--- config.mk ---
export PLATFORM = sky130hd
export DESIGN_NAME = sad_accum_block
export DESIGN_NICKNAME = d
export VERILOG_FILES = /design/src/rtl/sad_accum_block.sv
export SDC_FILE = /design/constraint.sdc
export NUM_CORES = 1
export LEC_CHECK = 0
export ABC_CLOCK_PERIOD_IN_PS = 10900
export BUFFER_PORTS_ARGS = -buffer_cell sky130_fd_sc_hd__buf_2
export CORE_MARGIN = 2
export CORE_UTILIZATION = 30
export CTS_CLUSTER_DIAMETER = 200
export DETAILED_ROUTE_END_ITERATION = 8
export HOLD_SLACK_MARGIN = 0.1
export PLACE_DENSITY = 0.46
export SLEW_MARGIN = 20
export SYNTH_ARGS = -nofsm -noshare
export SYNTH_HDL_FRONTEND = slang
export SYNTH_SLANG_ARGS = --single-unit
--- constraint.sdc ---
create_clock -name clk -period 10.9 [get_ports clk]
set_input_delay 0.545 -clock clk [delete_from_list [all_inputs] [get_ports clk]]
set_output_delay 0.545 -clock clk [all_outputs]
set_load 0.1 [all_outputs]
--- src/rtl/sad_accum_block.sv ---
// SAD accumulator: sums five candidates' lane differences over a block, then picks the min.
// Optional macro SAD_ACCUM_CENTER_BIAS_EN lets candidate 2 (M) win ties at the minimum.
module sad_accum_block #(
   parameter int LANES = 7,
   parameter int LINES = 8,
   parameter int SAD_W = 14
) (
   input  logic                   clk,
   input  logic                   rst,
   input  logic                   in_valid,
   input  logic                   in_first,
   input  logic [5*LANES*8-1:0]   diff_in,
   output logic                   in_ready,
   output logic                   out_valid,
   input  logic                   out_ready,
   output logic [2:0]             best_idx,
   output logic [SAD_W-1:0]       best_sad
);

   typedef enum logic [1:0] {IDLE, ACCUM, CMP, DONE} state_t;

   localparam int CNT_W = $clog2(LINES + 1);
   localparam logic [CNT_W-1:0] LAST = CNT_W'(LINES - 1);

   state_t           state;
   state_t           state_nx;
   logic [CNT_W-1:0] cnt;
   logic [2:0]       cidx;
   logic [SAD_W-1:0] sad      [5];
   logic [SAD_W-1:0] line_sum [5];
   logic [SAD_W-1:0] cand;
   logic             accept;
   logic             load;
   logic             add;
   logic             take;

   assign in_ready = !rst && (state == IDLE || state == ACCUM);
   assign accept   = in_valid && in_ready;

   always_comb begin
      for (int k = 0; k < 5; k++) begin
         line_sum[k] = '0;
         for (int j = 0; j < LANES; j++) begin
            line_sum[k] = line_sum[k] + SAD_W'(diff_in[(k*LANES+j)*8 +: 8]);
         end
      end
   end

   always_comb begin
      cand = '0;
      for (int k = 0; k < 5; k++) begin
         if (cidx == 3'(k)) cand = sad[k];
      end
   end

   // Candidate 0 seeds the running minimum; later ones must be strictly smaller
   always_comb begin
`ifdef SAD_ACCUM_CENTER_BIAS_EN
      if (cidx == 3'd2) take = (cand <= best_sad);
      else              take = (cand < best_sad);
`else
      take = (cand < best_sad);
`endif
      if (cidx == 3'd0) take = 1'b1;
   end

   always_comb begin
      state_nx = state;
      load     = 1'b0;
      add      = 1'b0;
      unique case (state)
         IDLE: begin
            if (accept && in_first) begin
               load     = 1'b1;
               state_nx = (LINES == 1) ? CMP : ACCUM;
            end
         end
         ACCUM: begin
            if (accept && in_first) begin
               load     = 1'b1;
               state_nx = (LINES == 1) ? CMP : ACCUM;
            end else if (accept) begin
               add = 1'b1;
               if (cnt == LAST) state_nx = CMP;
            end
         end
         CMP: begin
            if (cidx == 3'd4) state_nx = DONE;
         end
         DONE: begin
            if (out_ready) state_nx = IDLE;
         end
      endcase
   end

   always_ff @(posedge clk) begin
      if (rst) state <= IDLE;
      else     state <= state_nx;
   end

   always_ff @(posedge clk) begin
      if (rst) begin
         cnt       <= '0;
         cidx      <= '0;
         out_valid <= 1'b0;
         best_idx  <= '0;
         best_sad  <= '0;
         for (int k = 0; k < 5; k++) sad[k] <= '0;
      end else begin
         if (load) begin
            cnt <= CNT_W'(1);
            for (int k = 0; k < 5; k++) sad[k] <= line_sum[k];
         end else if (add) begin
            cnt <= cnt + CNT_W'(1);
            for (int k = 0; k < 5; k++) sad[k] <= sad[k] + line_sum[k];
         end
         if (state == CMP) begin
            if (take) begin
               best_sad <= cand;
               best_idx <= cidx;
            end
            cidx <= (cidx == 3'd4) ? 3'd0 : cidx + 3'd1;
            if (cidx == 3'd4) out_valid <= 1'b1;
         end
         if (state == DONE && out_ready) out_valid <= 1'b0;
      end
   end

endmodule

; ---- Word-level counts from Yosys, hierarchy flattened
; Memory sizes are Yosys's and may differ from the RTL's.
; Cells that the tools add are included.
[totals]
mem_bits_rw = 70
elab_cells = 124
reg_bits = 27
mem_count = 1
[mem_list]
columns = name, words, word_bits, read_ports, rd_ports_with_merged_regs, write_ports, line
row1 = sad, 5, 14, 5, 0, 5, 29  ; logic [SAD_W-1:0] sad [5];
[op_classes]
n_lt_le_gt_ge = 1
reduce_logical = 15
bitwise = 10
n_addsub = 37
eq_ne = 13
mux = 40
[ops]
columns = operator, count
row1 = $mux W14, 15
row2 = $add A13 B8 Y14, 5
row3 = $add A14 B14 Y14, 5
row4 = $add A12 B8 Y13, 5
row5 = $add A11 B8 Y12, 5
row6 = $add A10 B8 Y11, 5
row7 = $add A9 B8 Y10, 5
row8 = $add A8 B8 Y9, 5
row9 = $mux W1, 17
row10 = $lt A14 B14 Y1, 1
row11 = $mux W2, 6
row12 = $or A1 B1 Y1, 10
row13 = $pmux W2 S4, 1
row14 = $eq A3 B2 Y1 const B, 2
row15 = $reduce_or A2 Y1, 3
row16 = $reduce_and A5 Y1, 1
row17 = $add A4 B1 Y4 const B, 1
row18 = $eq A2 B2 Y1 const B, 2
row19 = $eq A4 B3 Y1 const B, 1
row20 = $logic_and A1 B1 Y1, 4
row21 = $ne A2 B1 Y1 const B, 2
row22 = $reduce_and A2 Y1, 2
row23 = $add A3 B1 Y3 const B, 1
row24 = $eq A3 B1 Y1 const B, 1
row25 = other kinds (11), 11

; ---- Longest topological paths before layout
[logic_depth]
word_depth = 12
depth_mapped = 21

; ---- Least setup slack after synthesis
; No wires, ideal clock.
[synth_path]
kind = input port to flip-flop
startpoint = input port diff_in[83]
endpoint = memory sad[1][13] (netlist: sad[0][27]) (data pin)
stages = 21
path_slack_ps = 5259
n_path_buf = 0
required_ps = 10634
arrival_ps = 5375
setup_time_ps = 266
path_cell_list = inv_1 > fa_1 > inv_1 > fa_1 > inv_1 > fa_1 > fa_1 > inv_1 > ha_1 > o21a_1 > a21oi_1 > or3_1 > nor2_1 > xor2_1 > ha_1 > a21o_1 > or4_1 > o221a_1 > a41oi_1 > xor2_1 > nor2_1
[synth_lines]
columns = element, line
row1 = start: declaration, 12  ; input logic [5*LANES*8-1:0] diff_in,
row2 = end: declaration, 29

==> impl_results.md <==
* Run status: completed
* Number of sinks handled by clock tree synthesis at 97
* Time the final worst path needs with I/O delays and setup at 5.683 ns
* Final total negative setup slack at 0 ns
* WL final at ~36,000 um
* Share of synthesized cell area in full adder, half adder and majority cells at a little under 40%
* Leading area contributor after synthesis: fa_1
* Setup violators final at 0
* Leftover overflow at the end of global routing at 0
* Endpoint arrival time on the critical path at 5.80 ns
* Number of remaining DRC errors at 0
* Antenna diode count at 0
* Pwr Total at 6.014 mW
* Skew-Pair Late Insertion Delay at 0.37 ns
* Cell chosen for the clock root: clkbuf_16
* Lkg Pwr at around 8.8 nW
* Average routed wire per standard cell at 14.20 um
* Post-Synthesis Net Count at 2,233
* Area used by multi-input combinational logic at 0.01030 sq mm
* Max VDD drop at approximately 0.16 mV
* Std-Cell Core Area at roughly 0.049 sq mm
* Synthesized-area fraction occupied by and/or/nand/nor cells at 8.457%
* Number of pins with negative max-slew slack in the final report at 0
* Buffers from clock root to sink, at most at 2
* Count of distinct cell types in the synthesized netlist at 69
* Number of synthesis warnings at 0
* Antenna violations before repair at 1
* Transition at the pin with the smallest max-transition slack at 1.006 ns
* Average instance area after synthesis at a little over 9 sq um
* Number of violations reported at the end of detailed-routing iteration 0 at 422
* Total GRT Usage at 14.55%
* Cell area power density at 350.1 mW/mm^2
* DR vias at between 10,000 and 15,000
* Top cell type's share of synthesized area at a little over a quarter
* Count of fill cells added during filler insertion at 5,079
* Number of clock buffers inserted by TritonCTS at 9
* Worst Setup Slack, final at 5.217 ns
* Gp weighted congestion at 0.8401
* Number of placement rows at 81
* Clock slew at reported path FFs at roughly 0.09 ns
* Vias in the first global route at 11,933
* Die span in y at about 230 um
* Number of nets in the layout at 2,518
* Maximum number of pins on one net before global-route repair at 59
* Most used flip-flop cell after synthesis: edfxtp_1
* Fraction of the yosys area taken by sequential cells at 18.02%
* Largest driver fanout on the critical path at 4
* EDFF count, synth at 70
* Type of element capturing the critical path: flop
* Ratio of cells with drive above 1 in the final layout at around 18%
* Place WS at 4.799 ns
* CTS tree: done
* Count of antenna-violating nets left after detailed routing at 0
* Die area at 0.05066 sq mm
* RSZ-0062 raised after global routing: no
* Growth of design area from synthesis to finish at 17.17%
* Final hold violation count at 0
* Global-route wire length before repair at 59,390 um
* Final worst-path cycle share at 52.14%
* Synthesized flop and latch total at 97
* I/O Buffers at between 300 and 400
* Final setup skew at 0.01936 ns
* Cell count after synthesis at ~1,600
* Worst Hold Slack at 0.5087 ns
* Peak Freq at 0.1760 GHz
* First-pass iteration count of the detailed router at 5
* Final standard cell utilization of the core at 35.39%
* H-Tree Depth at 3
* Post-CTS Repair Setup Buffers at 0
* Max-slew headroom at the worst pin at 32.68%
* Hold Path Class: input port to flop
* Worst path required time at 11.02 ns
* Mean number of vias per cell at 4.641
* Initial core utilization at 30.20%
* Xor/xnor share of the synthesized area at 4.540%
* Max-cap violations at 0
* Post-synthesis compound-gate area fraction at between 10% and 20%
* Number of cells traversed by the worst register-to-register path at 13
* Floorplan die width at approximately 230 um
* Area occupied by registers at 0.002643 sq mm
* Top area cells in the synthesized netlist: fa_1, edfxtp_1, ha_1, inv_1, dfxtp_1
* Worst Hold Path Cells at 4
* Netlist Area Pre-Place at 0.01466 sq mm
* Multiplexer share of the synthesized area at approximately 1.2%
* Setup Crit Path Kind: input port to flop
* Largest family of logic cells by synthesized area: adder cells
* Number of buffers inserted by hold repair at cts at 0
* Post-detailed-placement half-perimeter wirelength at 29,780 um
* Top-level I/O count at 304
* Async set or reset register ratio after synthesis at 0%
* Crit start category: input port
* Count of cells resized by post-cts repair at 0
## area by class of cell
cell class                      instances  share of cell area [%]
Tap cell                              622                   4.530
Clock buffer                           10                   1.333
Timing Repair Buffer                  309                   9.090
Sequential cell                        97                   15.38
Multi-Input combinational cell       1052                   59.96
Clock inverter                          6                  0.5317
Inverter                              420                   9.177
## synth_stat cells, types with 20 or more instances
| cell | count |
|---|---|
| inv_1 | 420 |
| fa_1 | 195 |
| ha_1 | 149 |
| nor2_1 | 83 |
| nand2_1 | 75 |
| o21ai_0 | 73 |
| edfxtp_1 | 70 |
| a21oi_1 | 67 |
| xnor2_1 | 43 |
| a22o_1 | 39 |
| xor2_1 | 33 |
| a21o_1 | 31 |
| a211oi_1 | 30 |
| dfxtp_1 | 27 |
| o21a_1 | 23 |
| clkbuf_1 | 22 |
| nor3_1 | 20 |
## layer usage
layer	global-route usage, %	wire [um]
met5	0	0
met1	20.38	17430
met3	2.360	1400
met4	2.264	433
met2	23.99	16460
## cell families after synthesis
kind of cell | count (synthesis)
AOI/OAI and AO/OA | 356
xor gates and xnor gates | 76
adders and majority gates | 344
buffers and inverters | 455
DFF | 97
muxes | 17
and+or+nand+nor | 259
## worst max-delay path, cell delays in order
cell     delay, ns
buf_2         0.08
inv_1         0.04
fa_1          0.58
inv_1         0.07
fa_1          0.53
inv_1         0.05
fa_1          0.44
fa_1          0.49
inv_1         0.04
ha_1          0.32
o21a_1        0.18
a21oi_1       0.07
or3_1         0.37
nor2_1        0.14
xor2_1        0.26
ha_1          0.27
a21o_1        0.20
or4_1         0.41
o221a_1       0.26
a41oi_1       0.24
xor2_1        0.17
nor2_1        0.05
## path summary, 6_finish.rpt
path	startpoint	to	slack [ns]
setup / recovery	diff_in[84]	sad[0][27]$_SDFFCE_PN0P_	5.22
hold / removal	out_ready	out_valid$_SDFFE_PP0P_	0.51
setup reg to reg	cidx[0]$_SDFFE_PP0N_	best_sad[0]$_SDFFE_PP0P_	6.24
hold reg to reg	best_sad[4]$_SDFFE_PP0P_	best_sad[4]$_SDFFE_PP0P_	0.51
## registers in the layout, summed over array words and instances (netlist names), named ones only
name / flops
best_idx: 3
sad: 70
cnt: 4
state: 1
out_valid: 1
cidx: 3
best_sad: 14
## placed cells by master, fill, tap and decap left out, types with 5 or more instances in the layout
cell type    n
inv_1      420
buf_2      303
fa_1       195
ha_1       149
nor2_1      83
nand2_1     75
o21ai_0     73
edfxtp_1    70
a21oi_1     67
xnor2_1     43
a22o_1      39
xor2_1      33
a21o_1      31
a211oi_1    30
dfxtp_1     27
o21a_1      23
nor3_1      20
mux2i_1     17
a221o_1     11
o21bai_1    11
nand3_1     10
and3b_1      9
or4_1        9
clkbuf_16    9
nor2b_1      8
o211ai_1     8
nand2b_1     7
o21ai_1      7
a211o_1      6
o31ai_1      6
nor4_1       6
a31oi_1      6
nand4_1      6
buf_4        6
a22oi_1      5
and2_1       5
## power breakdown
part | switching, mW | total, mW | internal, mW | leakage, nW
clock network | 0.162 | 0.365 | 0.203 | 0.152
logic | 2.84 | 5.11 | 2.27 | 7.68
registers | 0.0621 | 0.536 | 0.474 | 0.953
total | 3.07 | 6.01 | 2.95 | 8.78
## through the flow
step,instances,cell area [sq um]
5_1_grt,2516,17180
3_3_place_gp,2500,16860
4_1_cts,2516,17180
3_5_place_dp,2500,16860
2_1_floorplan,1604,14660
6_report,2516,17180
Power figures use the tool's default switching activity.
